==> config.mk <==
export PLATFORM = sky130hd
export DESIGN_NAME = airlock_sequencer_flat
export DESIGN_NICKNAME = d
export VERILOG_FILES = /design/src/rtl/airlock_sequencer_if.sv /design/src/rtl/airlock_sequencer.sv /design/src/flat_wrapper.sv
export SDC_FILE = /design/constraint.sdc
export NUM_CORES = 1
export LEC_CHECK = 0
export ABC_AREA = 1
export BUFFER_PORTS_ARGS = -buffer_cell sky130_fd_sc_hd__buf_2
export CAP_MARGIN = 10
export CORE_ASPECT_RATIO = 1.1
export CORE_MARGIN = 5
export CORE_UTILIZATION = 53
export DETAILED_ROUTE_END_ITERATION = 10
export MAX_ROUTING_LAYER = met4
export PLACE_DENSITY = 0.87
export SLEW_MARGIN = 20
export SYNTH_ARGS = -nofsm -noshare
export SYNTH_HDL_FRONTEND = slang
export SYNTH_SLANG_ARGS = --single-unit
export TNS_END_PERCENT = 5
==> constraint.sdc <==
create_clock -name clk -period 1.7 [get_ports clk]
set_clock_uncertainty 0.1 [all_clocks]
set_input_delay 0.17 -clock clk [delete_from_list [all_inputs] [get_ports clk]]
set_output_delay 0.17 -clock clk [all_outputs]
set_load 0.05 [all_outputs]
==> src/rtl/airlock_sequencer_if.sv <==
// ----------------------------------------------------------------------------
// airlock_sequencer_if: request/grant and actuator bundle of the airlock
// Rev 1.0
// ----------------------------------------------------------------------------
`default_nettype none

interface airlock_sequencer_if;
  logic       arriveReq;
  logic       departReq;
  logic       arriveGrant;
  logic       departGrant;
  logic       innerOpen;
  logic       outerOpen;
  logic       pressurizeCmd;
  logic       evacuateCmd;
  logic       busy;
  logic       done;
  logic [1:0] occupancy;
  logic       full;
  logic       empty;
  logic [2:0] debugState;

  modport slave (
    input  arriveReq, departReq,
    output arriveGrant, departGrant, innerOpen, outerOpen, pressurizeCmd,
           evacuateCmd, busy, done, occupancy, full, empty, debugState
  );

  modport master (
    output arriveReq, departReq,
    input  arriveGrant, departGrant, innerOpen, outerOpen, pressurizeCmd,
           evacuateCmd, busy, done, occupancy, full, empty, debugState
  );
endinterface

`default_nettype wire

==> src/rtl/airlock_sequencer.sv <==
// ----------------------------------------------------------------------------
// airlock_sequencer: round-robin arbiter and interlocked airlock phase sequencer
// Rev 1.0
// ----------------------------------------------------------------------------
`default_nettype none

module airlock_sequencer #(
  parameter int CAPACITY    = 3,
  parameter int PUMP_CYCLES = 8,
  parameter int DOOR_CYCLES = 4
) (
  input  logic                clk,
  input  logic                rst,
  airlock_sequencer_if.slave  bus
);

  localparam int c_max_len = (PUMP_CYCLES > DOOR_CYCLES) ? PUMP_CYCLES : DOOR_CYCLES;
  localparam int c_cw      = $clog2(c_max_len + 1);

  localparam logic [c_cw-1:0] c_pump_last = c_cw'(PUMP_CYCLES - 1);
  localparam logic [c_cw-1:0] c_door_last = c_cw'(DOOR_CYCLES - 1);
  localparam logic [1:0]      c_capacity  = 2'(CAPACITY);

  typedef enum logic [2:0] {
    S_IDLE     = 3'd0,
    S_PUMP_PRE = 3'd1,
    S_DOOR1    = 3'd2,
    S_PUMP_MID = 3'd3,
    S_DOOR2    = 3'd4,
    S_DONE     = 3'd5
  } state_e;

  state_e          state_q, state_d;
  logic [c_cw-1:0] cnt_q, cnt_d;
  logic            dir_q, dir_d;       // 0 = arrival, 1 = departure
  logic            press_q, press_d;   // chamber currently pressurized
  logic            last_q, last_d;     // direction served most recently
  logic [1:0]      occ_q, occ_d;

  logic arr_grant_q, arr_grant_d;
  logic dep_grant_q, dep_grant_d;
  logic inner_q, inner_d;
  logic outer_q, outer_d;
  logic pcmd_q, pcmd_d;
  logic ecmd_q, ecmd_d;
  logic busy_q, busy_d;
  logic done_q, done_d;

  logic full_w;
  logic empty_w;
  logic arr_elig_w;
  logic dep_elig_w;
  logic pick_dep_w;

  assign full_w     = (occ_q == c_capacity);
  assign empty_w    = (occ_q == 2'd0);
  assign arr_elig_w = bus.arriveReq && !full_w;
  assign dep_elig_w = bus.departReq && !empty_w;
  // On a tie the direction not served last time wins.
  assign pick_dep_w = dep_elig_w && (!arr_elig_w || !last_q);

  always_comb begin
    state_d     = state_q;
    cnt_d       = cnt_q + 1'b1;
    dir_d       = dir_q;
    press_d     = press_q;
    last_d      = last_q;
    occ_d       = occ_q;
    arr_grant_d = 1'b0;
    dep_grant_d = 1'b0;

    case (state_q)
      S_IDLE: begin
        cnt_d = '0;
        if (arr_elig_w || dep_elig_w) begin
          dir_d       = pick_dep_w;
          arr_grant_d = !pick_dep_w;
          dep_grant_d = pick_dep_w;
          // Pre-pump only when the chamber is not already at the near-side pressure.
          state_d     = (pick_dep_w == press_q) ? S_DOOR1 : S_PUMP_PRE;
        end
      end
      S_PUMP_PRE: begin
        if (cnt_q == c_pump_last) begin
          state_d = S_DOOR1;
          cnt_d   = '0;
        end
      end
      S_DOOR1: begin
        if (cnt_q == c_door_last) begin
          state_d = S_PUMP_MID;
          cnt_d   = '0;
        end
      end
      S_PUMP_MID: begin
        if (cnt_q == c_pump_last) begin
          state_d = S_DOOR2;
          cnt_d   = '0;
        end
      end
      S_DOOR2: begin
        if (cnt_q == c_door_last) begin
          state_d = S_DONE;
          cnt_d   = '0;
        end
      end
      S_DONE: begin
        state_d = S_IDLE;
        cnt_d   = '0;
        occ_d   = dir_q ? (occ_q - 2'd1) : (occ_q + 2'd1);
        press_d = !dir_q;
        last_d  = dir_q;
      end
      default: begin
        state_d = S_IDLE;
        cnt_d   = '0;
      end
    endcase

    inner_d = ((state_d == S_DOOR1) && dir_d)  || ((state_d == S_DOOR2) && !dir_d);
    outer_d = ((state_d == S_DOOR1) && !dir_d) || ((state_d == S_DOOR2) && dir_d);
    pcmd_d  = ((state_d == S_PUMP_PRE) && dir_d)  || ((state_d == S_PUMP_MID) && !dir_d);
    ecmd_d  = ((state_d == S_PUMP_PRE) && !dir_d) || ((state_d == S_PUMP_MID) && dir_d);
    busy_d  = (state_d != S_IDLE);
    done_d  = (state_d == S_DONE);
  end

  always_ff @(posedge clk) begin
    if (rst) begin
      state_q     <= S_IDLE;
      cnt_q       <= '0;
      dir_q       <= 1'b0;
      press_q     <= 1'b1;
      last_q      <= 1'b1;
      occ_q       <= 2'd0;
      arr_grant_q <= 1'b0;
      dep_grant_q <= 1'b0;
      inner_q     <= 1'b0;
      outer_q     <= 1'b0;
      pcmd_q      <= 1'b0;
      ecmd_q      <= 1'b0;
      busy_q      <= 1'b0;
      done_q      <= 1'b0;
    end else begin
      state_q     <= state_d;
      cnt_q       <= cnt_d;
      dir_q       <= dir_d;
      press_q     <= press_d;
      last_q      <= last_d;
      occ_q       <= occ_d;
      arr_grant_q <= arr_grant_d;
      dep_grant_q <= dep_grant_d;
      inner_q     <= inner_d;
      outer_q     <= outer_d;
      pcmd_q      <= pcmd_d;
      ecmd_q      <= ecmd_d;
      busy_q      <= busy_d;
      done_q      <= done_d;
    end
  end

  assign bus.arriveGrant   = arr_grant_q;
  assign bus.departGrant   = dep_grant_q;
  assign bus.innerOpen     = inner_q;
  assign bus.outerOpen     = outer_q;
  assign bus.pressurizeCmd = pcmd_q;
  assign bus.evacuateCmd   = ecmd_q;
  assign bus.busy          = busy_q;
  assign bus.done          = done_q;
  assign bus.occupancy     = occ_q;
  assign bus.full          = full_w;
  assign bus.empty         = empty_w;
  assign bus.debugState    = state_q;

endmodule

`default_nettype wire

==> src/flat_wrapper.sv <==
// flat-port wrapper written by rule: the top's interface ports become plain ports
module airlock_sequencer_flat 
#(
  parameter int CAPACITY    = 3,
  parameter int PUMP_CYCLES = 8,
  parameter int DOOR_CYCLES = 4
)
  (clk, rst, bus_arriveReq, bus_departReq, bus_arriveGrant, bus_departGrant, bus_innerOpen, bus_outerOpen, bus_pressurizeCmd, bus_evacuateCmd, bus_busy, bus_done, bus_occupancy, bus_full, bus_empty, bus_debugState);
  airlock_sequencer_if bus_i ();
  input  logic clk;
  input  logic rst;
  input wire logic [$bits(bus_i.arriveReq)-1:0] bus_arriveReq;
  input wire logic [$bits(bus_i.departReq)-1:0] bus_departReq;
  output wire logic [$bits(bus_i.arriveGrant)-1:0] bus_arriveGrant;
  output wire logic [$bits(bus_i.departGrant)-1:0] bus_departGrant;
  output wire logic [$bits(bus_i.innerOpen)-1:0] bus_innerOpen;
  output wire logic [$bits(bus_i.outerOpen)-1:0] bus_outerOpen;
  output wire logic [$bits(bus_i.pressurizeCmd)-1:0] bus_pressurizeCmd;
  output wire logic [$bits(bus_i.evacuateCmd)-1:0] bus_evacuateCmd;
  output wire logic [$bits(bus_i.busy)-1:0] bus_busy;
  output wire logic [$bits(bus_i.done)-1:0] bus_done;
  output wire logic [$bits(bus_i.occupancy)-1:0] bus_occupancy;
  output wire logic [$bits(bus_i.full)-1:0] bus_full;
  output wire logic [$bits(bus_i.empty)-1:0] bus_empty;
  output wire logic [$bits(bus_i.debugState)-1:0] bus_debugState;
  assign bus_i.arriveReq = bus_arriveReq;
  assign bus_i.departReq = bus_departReq;
  assign bus_arriveGrant = bus_i.arriveGrant;
  assign bus_departGrant = bus_i.departGrant;
  assign bus_innerOpen = bus_i.innerOpen;
  assign bus_outerOpen = bus_i.outerOpen;
  assign bus_pressurizeCmd = bus_i.pressurizeCmd;
  assign bus_evacuateCmd = bus_i.evacuateCmd;
  assign bus_busy = bus_i.busy;
  assign bus_done = bus_i.done;
  assign bus_occupancy = bus_i.occupancy;
  assign bus_full = bus_i.full;
  assign bus_empty = bus_i.empty;
  assign bus_debugState = bus_i.debugState;
  airlock_sequencer #(.CAPACITY(CAPACITY), .PUMP_CYCLES(PUMP_CYCLES), .DOOR_CYCLES(DOOR_CYCLES)) u_core (.clk(clk), .rst(rst), .bus(bus_i));
endmodule
* Word-level counts from Yosys, hierarchy flattened
Index checks and enable logic that the tools add are counted.
** Operators by class
- Multiplexer cells :: 13
- Equality and inequality tests :: 14
- Bitwise logic cells :: 2
- Reductions and logical operators :: 30
- Add/sub/neg operators :: 3
** Operators with widths (number)
- 2-to-1 mux 3 bit :: 5
- one-hot mux 3 bit (5 select lines) :: 1
- equality test 3 x 2 -> 1 bit (second input constant) :: 4
- equality test 3 bit (second input constant) :: 4
- logical AND 1 bit :: 11
- 2-to-1 mux 4 bit :: 2
- one-hot mux 4 bit (2 select lines) :: 1
- zero test 1 bit :: 7
- equality test 3 x 1 -> 1 bit (second input constant) :: 2
- logical OR 1 bit :: 6
- adder 4 x 1 -> 4 bit (second input constant) :: 1
- equality test 4 x 2 -> 1 bit (second input constant) :: 1
- equality test 4 x 3 -> 1 bit (second input constant) :: 1
- 2-to-1 mux 2 bit :: 2
- OR reduction 2 bit :: 2
- zero test 3 bit :: 1
- nonzero test 3 bit :: 1
- OR reduction 3 bit :: 1
- adder 2 x 1 -> 2 bit (second input constant) :: 1
- equality test 2 bit (second input constant) :: 1
- zero test 2 bit :: 1
- 2-to-1 mux 1 bit :: 2
- inverter 1 bit :: 2
- subtractor 2 x 1 -> 2 bit (second input constant) :: 1
- equality test 1 bit :: 1
** Word-level totals
- Output and inout port bits :: 15
- Register bits after elaboration :: 20
- Word-level logic and storage cells :: 76
- Input port bits :: 4

* Logic depth before layout (Yosys ltp)
Gate-level depths: netlist (run 1).
- Depth after elaboration :: 13
- Depth in mapped cells :: 12
- Mapped depth without buffers :: 12

* Worst setup path before layout (run 1)
OpenSTA, ideal clock, no wires.
- Path kind :: register to register
- From :: register u_core.occ_q[1] (netlist: u_core.bus.occupancy[1])
- To :: register u_core.pcmd_q (netlist: u_core.bus.pressurizeCmd)
- Arrival :: 1758 ps
- Path slack :: -270 ps
- Data required time :: 1487 ps
- Cell stages (with the launch flop) :: 9
- Buffers on the path :: 0
- Setup time :: 113 ps
- Period minus slack after synthesis :: 1970 ps
- Cells stage by stage :: dfxtp_1 nor2_2 o21ai_1 nand2_2 inv_2 a21oi_4 nor2_1 nand2_1 nand2_1
** On the way
- Elaborated cells between the ends (all ways) :: 22
- Those cells by class :: 4 x eq/ne; 5 x mux; 13 x reduce/logical
** RTL lines
- start, declared :: line airlock_sequencer.sv:38 : logic [1:0] occ_q, occ_d;
- start signal, assigned :: line airlock_sequencer.sv:135 : occ_q <= 2'd0;
- start signal, assigned :: line airlock_sequencer.sv:150 : occ_q <= occ_d;
- zero test 2 bit (*) :: line airlock_sequencer.sv:56 : assign empty_w = (occ_q == 2'd0);
- net bus_empty :: line flat_wrapper.sv:24 : output wire logic [$bits(bus_i.empty)-1:0] bus_empty;
- zero test 1 bit (*) :: line airlock_sequencer.sv:58 : assign dep_elig_w = bus.departReq && !empty_w;
- logical AND 1 bit (*) :: line airlock_sequencer.sv:58
- logical AND 1 bit :: line airlock_sequencer.sv:60 : assign pick_dep_w = dep_elig_w && (!arr_elig_w || !last_q);
- equality test 1 bit :: line airlock_sequencer.sv:80 : state_d = (pick_dep_w == press_q) ? S_DOOR1 : S_PUMP_PRE;
- 2-to-1 mux 2 bit :: line airlock_sequencer.sv:80
- 2-to-1 mux 3 bit :: line airlock_sequencer.sv:75 : if (arr_elig_w || dep_elig_w) begin
- one-hot mux 3 bit (5 select lines) :: line airlock_sequencer.sv:72 : case (state_q)
- equality test 3 x 1 -> 1 bit / equality test 3 x 2 -> 1 bit (equally long branches) :: line airlock_sequencer.sv:122 : pcmd_d = ((state_d == S_PUMP_PRE) && dir_d) || ((state_d == S_PUMP_MID) && !dir_d);
- logical AND 1 bit :: line airlock_sequencer.sv:122
- logical OR 1 bit (*) :: line airlock_sequencer.sv:122
- end signal, assigned :: line airlock_sequencer.sv:155 : pcmd_q <= pcmd_d;
- end, declared :: line airlock_sequencer.sv:44 : logic pcmd_q, pcmd_d;
The timed path passes the listed nets; every way through them passes the cells marked *.
A chain may end at the register's enable or synchronous reset.

* Worst setup path after layout (run 1)
- From :: register u_core.cnt_q[0]
- To :: register u_core.inner_q (netlist: u_core.bus.innerOpen)
** On the way
- Longest elaborated chain between the ends :: 6
- Elaborated cells between the ends (all ways) :: 12
- Those cells by class :: 4 x eq/ne; 5 x mux; 3 x reduce/logical
** RTL lines
- start, declared :: line airlock_sequencer.sv:34 : logic [c_cw-1:0] cnt_q, cnt_d;
- start signal, assigned :: line airlock_sequencer.sv:146 : cnt_q <= cnt_d;
- equality test 4 x 2 -> 1 bit / equality test 4 x 3 -> 1 bit (equally long branches)
- 2-to-1 mux 3 bit, on equally long branches
- one-hot mux 3 bit (5 select lines) (*) :: line airlock_sequencer.sv:72
- equality test 3 x 2 -> 1 bit / equality test 3 bit (equally long branches) :: line airlock_sequencer.sv:120 : inner_d = ((state_d == S_DOOR1) && dir_d) || ((state_d == S_DOOR2) && !dir_d);
- logical AND 1 bit :: line airlock_sequencer.sv:120
- logical OR 1 bit (*) :: line airlock_sequencer.sv:120
- end signal, assigned :: line airlock_sequencer.sv:153 : inner_q <= inner_d;
- end, declared :: line airlock_sequencer.sv:42 : logic inner_q, inner_d;
Mark *: on every way between the ends. The rest lies on a longest branch, timed or not.

==> out/results.txt, run 1 <==
For this design the total switching power over the nets is 0.331 mW. The routed via count divided by cell count is 5.31, and the core footprint is 0.00178 mm². The tools report the clock root buffer as sky130_fd_sc_hd__clkbuf_4. For the initial standard-cell utilization of the core, the log shows 0.556. Leaving out fill and tap cells, the most frequent cell in the layout is sky130_fd_sc_hd__nand2_1. The tools report the I/O pin count as 19. The number of hold violations in the final report is 0.

The tightest min-delay check is of the in2reg type. Power spread over the standard cell area amounts to 867 mW/mm². The number of nets handed over by synthesis was 137.

The part of the power in registers was 0.497; the portion of total power attributed to the clock network was 0.270. The routed length per instance is 11.9 µm. The register bank with the most flops is u_core.cnt_q. Worst-path maximum fanout: 7. The final max-slew violation count came out at 0. The top cell types in the final layout, fill and taps aside, are sky130_fd_sc_hd__nand2_1, sky130_fd_sc_hd__buf_2, sky130_fd_sc_hd__dfxtp_1. The flow ran to the end, and the final reports show no timing, DRC or antenna violations.

The internal portion of the total power is 0.686 mW. The number of buffers on the longest clock path is 2, and the number of warning messages in the yosys log is 0. The floorplan step defined a die boundary enclosing 0.00284 mm².

The arrival time of data at the critical path endpoint is 1740 ps. The logs give 64.9 ps for the final-layout worst hold slack and 3390 µm for the wire length of the first global-routing pass. The number of antenna diodes in the final layout is 0. The quantity of hold-fixing buffers added after cts was 0. The run gives 300 ps as the clock latency reported for the late side of the worst-skew pair. Synthesis inferred 20 register bits. Relative to the synthesized area, the layout overhead comes to 18.4%.

The worst-case headroom to the max-slew limit was 0.737. For the total number of H-tree levels, the log shows 1. After detailed routing, the total wire length is 2050 µm. The overall overflow remaining after global route is 0, and the max-cap violation count is 0.

The actual transition at the worst max-transition pin is 395 ps, and the number of sinks handled by clock tree synthesis is 20. The congestion estimate from routability-driven global placement came to 0.919. The worst setup path is captured at a flip-flop. The setup path with the least slack is of type reg2reg.

Synthesis produced 132 cells. Entering global routing, the biggest net connects 12 pins. The tools report the cell area after placement as 0.00111 mm². TritonCTS built the clock tree.

The finished cells cover 0.00117 mm². The worst setup path is launched from a flip-flop. The worst-case IR drop observed on VDD is 0.653 mV.

The number of clock buffers added by TritonCTS is 3. Setup violations remaining at the end of the flow were counted as 0. For this design the static power due to leakage is 0.586 nW.

The run gives 0.404 as the sequential fraction of the synthesis area. Buffers placed on the I/O ports in this run total 18. The run gives 0.159 as the global routing usage summed across all routing layers.

The maximum frequency from static timing analysis was 0.613 GHz; the die boundary height was 55.4 µm. The share of the clock period used by the worst path is 0.959, and the average cell area after synthesis is 7.51 µm². The clock transition time at the flip-flop clock pins of the worst setup and hold paths works out to 110 ps. For the portion of total power attributed to combinational logic, the log shows 0.234. Post-synthesis cell type count: 25.

The initial antenna violation count came out at 0. For this run, the detailed router's first-pass iteration total came to 4. The register with the most flip-flops in the layout has 4 of them. For the residual antenna-violating net count after detailed routing, the log shows 0. The switching share of total power came out at 0.326.

For the final net count, the log shows 160. After floorplanning, the core was divided into 16 placement rows. From left edge to right edge, the die measures 51.2 µm. The ratio of cells with drive above 1 in the final layout was 0.396. The via count of the first global-routing pass was 830; the critical path required time was 1810 ps. In the routed design, unresolved DRC markers number 0. The cell area that synthesis handed to floorplanning was 991 µm². The detailed router finished its first iteration with 10 violations. The worst path in the final design needs a cycle of 1630 ps, including I/O delays and setup. The run gives 913 as the total number of vias.

The placed wire-length estimate after detailed placement was 1480 µm.
metal layers:
metal  vias to the layer above  share of wire  track usage
li1                        459              -            -
met1                       411           0.44        0.185
met2                        36           0.47        0.239
met3                         7          0.066       0.0376
met4                         0          0.023        0.105
met5                         -              0            -
power groups by stage:
stage | clock network [mW] | logic [mW] | registers (mW)
floorplan | 0 | 0.123 | 0.573
global placement | 0 | 0.219 | 0.513
detailed placement | 0 | 0.224 | 0.513
CTS | 0.278 | 0.227 | 0.502
global route | 0.301 | 0.260 | 0.509
finish | 0.275 | 0.238 | 0.505
cell usage after synthesis (all sizes together):
master  number  share of area
nor3         2          0.015
nor2        20          0.098
a21oi        8          0.078
ha           1          0.013
xor2         1         0.0088
nand4        5          0.032
clkbuf       1         0.0038
o21ai        5          0.029
nand3        6          0.035
dfxtp       20           0.40
inv         19          0.075
nor3b        1         0.0076
nand2       43           0.20
area by class of cell:
cell class,instances,area (µm²)
Fill cell,159,608
Multi-Input combinational cell,92,536
Sequential cell,20,408
Timing Repair Buffer,19,97.6
Inverter,19,73.8
Clock buffer,4,36.3
Tap cell,18,22.5
what timing repair did:
action | 4_1_cts | 5_1_grt
endpoints found under the hold margin | 0 | 0
setup endpoints to repair | 0 | 5
gates resized for setup | 0 | 7
setup buffers | 0 | 1
cells by family after synthesis:
logic type,after synthesis,synth area share
buf+inv,20,0.0783
flops,20,0.404
fa+ha+maj,1,0.0126
xor+xnor,1,0.00884
compound gates,13,0.107
simple gates,77,0.389
per-stage QoR:
| stage | setup slack, ps | TNS [ps] | cells | util | power [mW] |
|---|---|---|---|---|---|
| after floorplan | 2.37 | 0 | 132 | - | 0.696 |
| after global placement | 150 | 0 | 167 | 0.621 | 0.732 |
| after detailed placement | 60.0 | 0 | 167 | 0.621 | 0.737 |
| after CTS | 20.5 | 0 | 171 | 0.642 | 1.01 |
| after global routing | -33.0 | -80.0 | 172 | 0.659 | 1.07 |
| final | 69.4 | 0 | 172 | 0.659 | 1.02 |
critical path, cell delays in order, from the launching register on:
cell and delay [ps]:
sky130_fd_sc_hd__dfxtp_4 380, sky130_fd_sc_hd__ha_4 140, sky130_fd_sc_hd__nand2_2 70, sky130_fd_sc_hd__nor2_4 120, sky130_fd_sc_hd__inv_2 60, sky130_fd_sc_hd__o21ai_2 150, sky130_fd_sc_hd__nand2_2 80, sky130_fd_sc_hd__a21oi_4 210
sky130_fd_sc_hd__nor2_2 90, sky130_fd_sc_hd__nand2_1 80, sky130_fd_sc_hd__nand2_1 50
path summary, 6_finish.rpt:
path	from	to	slack [ps]	cells past startpoint
worst max-delay path	u_core.cnt_q[0]	u_core.bus.innerOpen	70	10
worst min-delay path	rst	u_core.bus.done	60	2
worst max register to register	u_core.cnt_q[0]	u_core.bus.innerOpen	70	10
worst min register to register	u_core.cnt_q[0]	u_core.cnt_q[0]	360	1
Note: power is estimated with default switching activity, not from simulation.
==> run 2: changes to the inputs <==
- ABC_AREA: 1 -> not set
- CORE_UTILIZATION: 53 -> 52
- PLACE_DENSITY: 0.87 -> 0.86
==> out/results.txt, run 2 <==
The area added between synthesis and finish was 30.9%. For this run, the leading register cell type out of synthesis is sky130_fd_sc_hd__dfxtp_1. The worst supply voltage drop on vdd came out at 0.575 mV.

Overall overflow remaining after global route: 0. The detailed-router iteration count before antenna repair was 7. The wire-length estimate of the detail-placed layout is 1700 µm.

Ranked by instance count, the synthesized netlist is headed by sky130_fd_sc_hd__dfxtp_1, sky130_fd_sc_hd__nor2_1, sky130_fd_sc_hd__inv_1, sky130_fd_sc_hd__nand3_1. The setup path with the least slack is of type reg2reg. The clock net in this run drives a total of 20 sinks. The worst setup path is captured at a flip-flop. The TritonCTS buffer count is 3, and the time the final worst path needs with I/O delays and setup is 1790 ps. The logs give 113 ps for the final-layout worst hold slack and 109 for the synthesized netlist net count. Post-synthesis instance area: 977 µm².

After floorplanning, the core was sized to cover 0.00178 mm². The clock latency reported for the late side of the worst-skew pair is 310 ps. Setup violations remaining at the end of the flow were counted as 4. Prior to clock tree synthesis, the placed netlist has a worst setup slack of -143 ps. In this run the worst hold path is classified as in2reg.

The top-area cell type share of the netlist area is 0.410. For the total number of vias, the log shows 912. Residual antenna-violating net count after detailed routing: 0.

Most common library cell in the layout ignoring fill and taps: sky130_fd_sc_hd__buf_2. Across the whole layout, storage elements account for 414 µm². The gate count after technology mapping was 104; the reported leakage power was 0.534 nW. Clock-pin slew was measured on the worst setup and hold paths at 110 ps. The post-layout instance count excluding filler cells was 156; the die footprint was 0.00285 mm². In the final timing run, aggregate negative setup slack is -253 ps. The average cell area after synthesis came out at 9.40 µm². Counting flops and latches in the post-synthesis netlist gives 20.

Walking the worst path, the cells encountered are buf_4, nor2_4, a211oi_4, mux2i_4, a2111o_1, a211oi_2. Register bank with the most flops: u_core.cnt_q. The post-synthesis cell type with the largest combined area was sky130_fd_sc_hd__dfxtp_1. The flip-flop count of the largest register after layout was 4.

The routed via count divided by cell count was 5.85; the number of hold violations in the final report was 0. The wire length of the first global-routing pass came out at 3950 µm. Setup repair after global routing could not meet its margin everywhere. Power spread over the standard cell area amounts to 746 mW/mm². The die boundary height was 55.5 µm; the global-route met1 utilization was 0.216. The final routed DRC violation total was 0.

The post-synthesis cell type count came out at 42. After detailed routing, the average wire length per cell comes to 15.0 µm. Fill cells in the final layout number 141. The global routing usage summed across all routing layers came out at 0.184. The layer flagged by global routing as most heavily used is met2.

The number of placed instances, taps included, is 151. For the initial antenna violation count, the log shows 0. For this design the top-level I/O count stands at 19. The tools report the launching element type of the critical path as a flip-flop. The final layout contains routed wiring with a total length of 2340 µm. The initial detailed-routing violation count is 17. The run gives 0.548 as the initial standard-cell utilization of the core.

The ratio of cells with drive above 1 in the final layout was 0.442; the number of core rows was 16. The floorplan step set the die width to 51.3 µm. Actual transition at the worst max-transition pin: 399 ps. Across the run, the number of max-cap violations was 0. In this run the deepest clock path goes through 2 buffers.

Based on the critical path, the design can be clocked at up to 0.559 GHz. The final reports fail on negative setup slack. Data on the critical path arrives at its endpoint at 1930 ps. The tools report the sequential fraction of the synthesis area as 0.410. TritonCTS built the clock tree. The async set or reset register ratio after synthesis works out to 0. The slowest library cell on the worst path was sky130_fd_sc_hd__a2111o_1. The critical path required time came out at 1840 ps. The clock root buffer was sky130_fd_sc_hd__clkbuf_4. The final max-slew violation count was 0. Yosys attributes the largest share of cell area to sky130_fd_sc_hd__dfxtp_1, sky130_fd_sc_hd__nor2_1, sky130_fd_sc_hd__xnor2_1. Entering global routing, the biggest net connects 16 pins. The quantity of I/O buffers inserted on ports was 18. At the end of routability-driven placement, the weighted congestion stood at 0.836. The quantity of hold-fixing buffers added after cts is 0.

In the layout the commonest cells are sky130_fd_sc_hd__buf_2, sky130_fd_sc_hd__buf_4, sky130_fd_sc_hd__dfxtp_1. Share of the clock period used by the worst path: 1.05. Of all nets on the critical path, the largest fanout is 6. The logs give 889 for the via count of the first global-routing pass and 0 for the number of antenna diodes. For the global-route met3 utilization, the log shows 0.0349.

The tools report the final core utilization as 0.718. In the post-synthesis netlist, the cell with the most instances is sky130_fd_sc_hd__dfxtp_1. The run finished, with violations left.

In the final layout, the multi-input gates occupy 576 µm². Total number of H-tree levels: 1. Number of synthesized flops with an enable pin: 0.

The tools report the worst path setup slack after routing as -88.9 ps. On the worst path, the slowest cell contributes a delay of 430 ps. The Yosys step of the flow raised 0 warnings. The global-route track usage on met2 was 0.298. Worst-case headroom to the max-slew limit: 0.733. The final net count is 144.
run 2: cell type report:
class / instances / area share
Inverter: 5 / 0.0147
Tap cell: 18 / 0.0176
Timing Repair Buffer: 35 / 0.173
Multi-Input combinational cell: 74 / 0.450
Clock buffer: 3 / 0.0176
Sequential cell: 20 / 0.324
Clock inverter: 1 / 0.00294
run 2: metrics by stage:
stage | instance area [µm²] | power [mW]
6_report | 1280 | 0.954
5_1_grt | 1280 | 1.00
4_1_cts | 1270 | 0.954
3_5_place_dp | 1210 | 0.719
3_3_place_gp | 1210 | 0.712
2_1_floorplan | 1000 | 0.659
run 2: final timing paths:
check | from | endpoint | slack (ps) | cells after the start
worst max register to register | u_core.bus.occupancy[1] | u_core.bus.innerOpen | -90 | 6
worst min-delay path | rst | u_core.bus.occupancy[0] | 110 | 2
worst max-delay path | u_core.bus.occupancy[1] | u_core.bus.innerOpen | -90 | 6
worst min register to register | u_core.cnt_q[0] | u_core.cnt_q[0] | 420 | 2
run 2: critical path, delay by kind of cell, from the launching register on:
kind            cells  cell delay [ps]
compound gates      3              930
flops               1              380
mux                 1              150
buf+inv             1              120
simple gates        1               40
run 2: routing by layer:
layer / vias up / wire length, µm
met1: 424 / 961
li1: 446 / -
met4: 0 / 47
met3: 6 / 108
met2: 36 / 1220
met5: - / 0
run 2: cells by family (layout without fill, tap and decap cells):
family	Yosys count	after routing	share of synthesized area
compound gates	30	30	0.257
simple gates	37	37	0.206
buf+inv	10	44	0.0461
xor+xnor	5	5	0.0448
flops	20	20	0.410
mux	1	1	0.0230
fa+ha+maj	1	1	0.0128
run 2: what timing repair did:
| item | in CTS | in global routing |
|---|---|---|
| gates cloned | 0 | 0 |
| buffers inserted | 1 | 0 |
| pin swaps | 4 | 4 |
| endpoints found under the setup margin | 8 | 12 |
| resized for setup | 6 | 4 |
run 2: power breakdown:
| group | switching [mW] | internal (mW) |
|---|---|---|
| Sequential | 0.0115 | 0.485 |
| Combinational | 0.148 | 0.0781 |
| Clock | 0.145 | 0.0857 |
